$ cat src/rtl/td4_run_controller.sv
`timescale 1ns/1ps
`default_nettype none
// +--------------------------------------------------------------------------+
// | td4_run_controller: program memory, loader and run/step/halt sequencer   |
// | for the 4-bit accumulator core. Optional breakpoint: TD4_CTRL_BREAK_EN.   |
// | Revision: 1.0                                                            |
// +--------------------------------------------------------------------------+
module td4_run_controller #(
  parameter int TICK_DIV = 4,
  parameter int CNT_W    = 8
) (
  input  logic             clk,
  input  logic             n_reset,
  input  logic             i_cmd_valid,
  input  logic [2:0]       i_cmd,
  output logic             o_cmd_ready,
  input  logic             i_wr_valid,
  input  logic [7:0]       i_wr_data,
  input  logic [3:0]       i_cpu_address,
  output logic [7:0]       o_cpu_instr,
  output logic             o_cpu_en,
  output logic             o_cpu_n_rst,
  output logic [1:0]       o_state,
  output logic [CNT_W-1:0] o_exec_count
`ifdef TD4_CTRL_BREAK_EN
  ,
  input  logic             i_bp_en,
  input  logic [3:0]       i_bp_addr,
  output logic             o_bp_hit
`endif
);

  typedef enum logic [1:0] {
    ST_IDLE = 2'd0,
    ST_LOAD = 2'd1,
    ST_RUN  = 2'd2,
    ST_STEP = 2'd3
  } state_t;

  localparam logic [2:0]       c_CMD_LOAD = 3'd1;
  localparam logic [2:0]       c_CMD_RUN  = 3'd2;
  localparam logic [2:0]       c_CMD_STEP = 3'd3;
  localparam logic [2:0]       c_CMD_HALT = 3'd4;
  localparam logic [2:0]       c_CMD_CRST = 3'd5;
  localparam logic [3:0]       c_DIV_LAST = 4'(TICK_DIV - 1);
  localparam logic [CNT_W-1:0] c_CNT_MAX  = {CNT_W{1'b1}};

  state_t           r_state;
  state_t           w_state_nxt;
  logic [3:0]       r_wr_ptr;
  logic [3:0]       r_div_cnt;
  logic [1:0]       r_rst_cnt;
  logic [CNT_W-1:0] r_exec_cnt;
  logic [7:0]       r_mem [16];

  logic w_core_live;
  logic w_accept;
  logic w_tick;
  logic w_bp;
  logic w_wr_en;
  logic w_ptr_clr;
  logic w_div_clr;
  logic w_rst_req;

  assign w_core_live = (r_rst_cnt == 2'd0);
  assign o_cmd_ready = w_core_live && ((r_state == ST_IDLE) || (r_state == ST_RUN));
  assign w_accept    = i_cmd_valid && o_cmd_ready;
  assign w_tick      = (r_state == ST_RUN) && (r_div_cnt == c_DIV_LAST) && w_core_live;
  assign w_wr_en     = (r_state == ST_LOAD) && i_wr_valid;

`ifdef TD4_CTRL_BREAK_EN
  // A breakpoint steals the tick: the instruction at bp_addr stays unexecuted.
  assign w_bp     = w_tick && i_bp_en && (i_cpu_address == i_bp_addr);
  assign o_bp_hit = w_bp;
`else
  assign w_bp     = 1'b0;
`endif

  assign o_cpu_en     = (w_tick && !w_bp) || (r_state == ST_STEP);
  assign o_cpu_n_rst  = w_core_live;
  assign o_state      = r_state;
  assign o_exec_count = r_exec_cnt;
  assign o_cpu_instr  = r_mem[i_cpu_address];

  always_comb begin
    w_state_nxt = r_state;
    w_ptr_clr   = 1'b0;
    w_div_clr   = 1'b0;
    w_rst_req   = 1'b0;
    case (r_state)
      ST_IDLE: begin
        if (w_accept) begin
          case (i_cmd)
            c_CMD_LOAD: begin
              w_state_nxt = ST_LOAD;
              w_ptr_clr   = 1'b1;
            end
            c_CMD_RUN: begin
              w_state_nxt = ST_RUN;
              w_div_clr   = 1'b1;
            end
            c_CMD_STEP: w_state_nxt = ST_STEP;
            c_CMD_CRST: w_rst_req   = 1'b1;
            default: ;
          endcase
        end
      end
      ST_LOAD: begin
        if (w_wr_en && (r_wr_ptr == 4'd15)) begin
          w_state_nxt = ST_IDLE;
          w_rst_req   = 1'b1;
        end
      end
      ST_RUN: begin
        if (w_accept && (i_cmd == c_CMD_HALT)) begin
          w_state_nxt = ST_IDLE;
        end
        if (w_accept && (i_cmd == c_CMD_CRST)) begin
          w_rst_req = 1'b1;
          w_div_clr = 1'b1;
        end
        if (w_bp) begin
          w_state_nxt = ST_IDLE;
        end
      end
      ST_STEP: w_state_nxt = ST_IDLE;
      default: w_state_nxt = ST_IDLE;
    endcase
  end

  always_ff @(posedge clk or negedge n_reset) begin
    if (!n_reset) begin
      r_state <= ST_IDLE;
    end else begin
      r_state <= w_state_nxt;
    end
  end

  always_ff @(posedge clk or negedge n_reset) begin
    if (!n_reset) begin
      r_wr_ptr   <= 4'd0;
      r_div_cnt  <= 4'd0;
      r_rst_cnt  <= 2'd2;
      r_exec_cnt <= '0;
    end else begin
      // The pointer parks at 15 after the last byte so a load is single-pass.
      if (w_ptr_clr) begin
        r_wr_ptr <= 4'd0;
      end else if (w_wr_en && (r_wr_ptr != 4'd15)) begin
        r_wr_ptr <= r_wr_ptr + 4'd1;
      end

      if (w_div_clr) begin
        r_div_cnt <= 4'd0;
      end else if (r_state == ST_RUN) begin
        r_div_cnt <= (r_div_cnt == c_DIV_LAST) ? 4'd0 : r_div_cnt + 4'd1;
      end

      if (w_rst_req) begin
        r_rst_cnt <= 2'd2;
      end else if (!w_core_live) begin
        r_rst_cnt <= r_rst_cnt - 2'd1;
      end

      // A clear request outranks a pulse issued in the same cycle.
      if (w_rst_req) begin
        r_exec_cnt <= '0;
      end else if (o_cpu_en && (r_exec_cnt != c_CNT_MAX)) begin
        r_exec_cnt <= r_exec_cnt + 1'b1;
      end
    end
  end

  always_ff @(posedge clk) begin
    if (w_wr_en) begin
      r_mem[r_wr_ptr] <= i_wr_data;
    end
  end

endmodule
`default_nettype wire

$ cat config.mk
export PLATFORM = sky130hd
export DESIGN_NAME = td4_run_controller
export DESIGN_NICKNAME = d
export VERILOG_FILES = /design/src/rtl/td4_run_controller.sv
export SDC_FILE = /design/constraint.sdc
export NUM_CORES = 1
export LEC_CHECK = 0
export ABC_AREA = 1
export ABC_CLOCK_PERIOD_IN_PS = 1680
export BUFFER_PORTS_ARGS = -buffer_cell sky130_fd_sc_hd__buf_4
export CAP_MARGIN = 20
export CELL_PAD_IN_SITES_DETAIL_PLACEMENT = 0
export CELL_PAD_IN_SITES_GLOBAL_PLACEMENT = 2
export CORE_ASPECT_RATIO = 0.9
export CORE_MARGIN = 4
export CORE_UTILIZATION = 37
export CTS_BUF_LIST = sky130_fd_sc_hd__clkbuf_8
export CTS_CLUSTER_DIAMETER = 50
export DETAILED_ROUTE_END_ITERATION = 8
export GPL_TIMING_DRIVEN = 0
export PLACE_DENSITY = 0.77
export SYNTH_ARGS = -nofsm -noshare
export SYNTH_HDL_FRONTEND = slang
export SYNTH_SLANG_ARGS = --single-unit
$ cat constraint.sdc
create_clock -name clk -period 1.68 [get_ports clk]
set_input_delay 0.084 -clock clk [delete_from_list [all_inputs] [get_ports clk]]
set_output_delay 0.084 -clock clk [all_outputs]
set_load 0.03 [all_outputs]
==> flow_metrics.env <==
export IMPL_dr_pass1_iters=5
export IMPL_ios=40
export IMPL_hpwl_mm=12.14
export IMPL_fin_util_pct=47.40
export IMPL_die_area_sq_um=20340
export IMPL_grt_pass1_wl_mm=27.65
export IMPL_clkLatencyLatePin_ns=0.44
export IMPL_tns_ns=0
export IMPL_antenna_cells=0
export IMPL_hold_violations=0
export IMPL_path_cells="nor2_1, nor2_1, o21ai_0, nand3_1, nand3_1, nand2_1, buf_4"
export IMPL_async_flop_share_pct=13.51
export IMPL_critPathKind="register to primary output"
export IMPL_cpPeakStageDelay_ns=0.39
export IMPL_yosysWarnings=0
export IMPL_numPortBuffers=36
export IMPL_netSwitchingFraction_pct=32.15
export IMPL_h_tree_depth=4
export IMPL_track_usage_pct=18.43
export IMPL_fin_skew_ns=0.01134
export IMPL_rsz0062_at_grt="yes"
export IMPL_period_share_pct=97.75
export IMPL_tritoncts="yes"
export IMPL_syn_nets=701
export IMPL_clockBufferDepth=2
export IMPL_antenna_found_initial=0
export IMPL_std_cell_rows=46
export IMPL_p_leak_nw=3.516
export IMPL_drv_cap=0
export IMPL_syn2layout_area_growth_pct=25.37
export IMPL_ys_ff_latch=148
export IMPL_clock_sinks=148
export IMPL_vias=4864
export IMPL_yosysMostFrequentCell="nand2_1"
export IMPL_p_sw_mw=3.001
export IMPL_drc=0
export IMPL_synth_top_area_cell="edfxtp_1"
export IMPL_fp_dieH_um=135.7
export IMPL_clkPwrFrac_pct=24.6
export IMPL_vias_per_cell=4.802
export IMPL_r2r_setup_slack_ns=0.10
export IMPL_rr_endpoint="r_mem[2][6]"
export IMPL_grt_pass1_vias=4687
export IMPL_fin_crit_ns=1.642
export IMPL_power_density_nw_per_um2=1111
export IMPL_cp_top_family="simple AND/OR/NAND/NOR gates"
export IMPL_hold_class="input port to async pin"
export IMPL_syn_area_per_cell_sq_um=9.930
export IMPL_worst_setup_path_start_kind="register"
export IMPL_critPathRequiredTime_ns=1.60
export IMPL_wl_per_cell_um=17.64
export IMPL_gp_congestion=0.8713
export IMPL_p_int_mw=6.332
export IMPL_status="finished clean"
export IMPL_overflow=0
export IMPL_layout_drive_gt1_share_pct=23.42
export IMPL_synth_cell_type_count=31
export IMPL_r2r_cells=6
export IMPL_end_kind="primary output"
export IMPL_crit_fanout=1
export IMPL_die_w_um=149.9
export IMPL_p_seq_share_pct=50.1
export IMPL_synth_area_top_cells="edfxtp_1 57%, nand2_1 13%, dfrtp_1 7.1%, nand3_1 6.3%, nor2_1 3.8%"
export IMPL_crit_buf_inv=1
export IMPL_post_place_ws_ns=-0.4710
export IMPL_slew_viol_final=0
export IMPL_fillers=1710
export IMPL_power_frac_comb_pct=25.3
export IMPL_drtAntennaViolNets=0
export IMPL_holdWs_ns=0.06441
export IMPL_synth_top_cell_area_share_pct=57.35
export IMPL_tightestPinTransition_ns=0.8015
export IMPL_synthTopCellsByCount="225 x nand2_1, 128 x edfxtp_1, 84 x nand3_1"
export IMPL_initial_core_util_pct=37.81
export IMPL_nets=786
export IMPL_synth_edff_count=128
export IMPL_crit_cells=7
export IMPL_synth_ff_type="edfxtp_1"
export IMPL_clkTransAtPathRegs_ns=0.08
export IMPL_arrival_ns=1.56
export IMPL_netlist_instances=675
export IMPL_finalSetupViolCount=0
export IMPL_first_iter_violations=349
export IMPL_synth_area_sq_um=6703
export IMPL_seq_area_frac_synth_pct=64.83
export IMPL_cp_slowest_cell="edfxtp_1"
export IMPL_postLayoutSetupSlackWorst_ns=0.03786
export IMPL_slew_headroom_pct=46.57
export IMPL_core_sq_um=17730
export IMPL_r2r_start="o_state[1]"
export IMPL_cts_root_buf="clkbuf_8"
export IMPL_grt_max_degree=21
export IMPL_fmax_ghz=0.6090
export IMPL_cts_made_buffers=17
export IMPL_routed_wl_mm=17.87
export IMPL_ir_drop_v=0.0004925
## through the flow
| stage | cells | area [sq um] | total power [mW] |
|---|---|---|---|
| floorplan | 675 | 6705 | 5.860 |
| global placement | 951 | 7276 | 6.485 |
| detailed placement | 951 | 7276 | 6.526 |
| CTS | 1009 | 8144 | 9.217 |
| global route | 1013 | 8403 | 9.855 |
| finish | 1013 | 8403 | 9.333 |
## cell usage in the layout, fill, tap and decap left out, drive strengths merged
master,Yosys,layout
a21oi,4,4
inv,58,64
dfrtp,19,19
o211ai,3,3
nand2,230,230
o21bai,1,1
xnor2,1,1
clkinv,0,6
nor2,70,70
nand3,87,87
nand4,7,7
clkinvlp,0,1
dfstp,1,1
or2,8,8
nor3,2,2
xor2,1,1
o2bb2ai,1,1
buf,20,76
ha,7,7
o21ai,22,22
edfxtp,128,128
clkbuf,5,24
dlygate4sd3,0,10
## logic make-up after synthesis
family                     Yosys count  synth area share, %
DFF                                148                64.83
and+or+nand+nor                    404                25.48
adders and majority gates            7                1.307
AOI/OAI and AO/OA                   31                2.688
xor gates and xnor gates             2               0.2614
buffers and inverters               83                5.432
## power groups by stage
stage / logic, mW / registers (mW) / clock network, mW
2_1_floorplan: 1.04 / 4.82 / 0
3_3_place_gp: 1.74 / 4.74 / 0
3_5_place_dp: 1.77 / 4.75 / 0
4_1_cts: 2.18 / 4.67 / 2.36
5_1_grt: 2.58 / 4.73 / 2.54
6_report: 2.36 / 4.68 / 2.30
## sequential cells by signal, indices dropped and copies added (netlist names)
name,cells
r_mem,128
r_div_cnt,4
o_state,2
r_rst_cnt,2
o_exec_count,8
r_wr_ptr,4
## per-layer routing
layer	global-route usage (%)	up-vias	part of all wire, %
met3	3.814	17	5.1
met4	4.014	0	0.79
met1	26.93	2326	48
li1	-	2412	-
met5	0	-	0
met2	28.52	109	46
## repair_timing
| item | 4_1_cts | 5_1_grt |
|---|---|---|
| setup endpoints to repair | 131 | 138 |
| hold buffers | 8 | 2 |
| pin swaps | 15 | 17 |
| gates resized for setup | 45 | 68 |
| buffers inserted | 18 | 1 |
| endpoints found under the hold margin | 50 | 15 |
| cloned | 0 | 1 |
## layout make-up
class	count	area, sq um	share of cell area (%)
clock inverter	13	58.81	0.6998
inverter	58	222.7	2.650
sequential	148	4348	51.74
timing repair buffer	66	737.0	8.770
buffer	25	147.6	1.757
tap	240	300.3	3.574
clock buffer	19	261.5	3.112
multi-input combinational	444	2327	27.70
## worst max-delay path by stage
stage	startpoint	to
final	r_mem[2][3]	o_cpu_instr[3]
after detailed placement	o_state[1]	r_mem[6][2]
after floorplan	o_state[0]	r_mem[3][0]
after global routing	r_mem[2][1]	o_cpu_instr[1]
after CTS	o_state[1]	r_mem[5][7]
after global placement	o_state[1]	r_mem[10][1]
(Power assumes the default switching activity.)
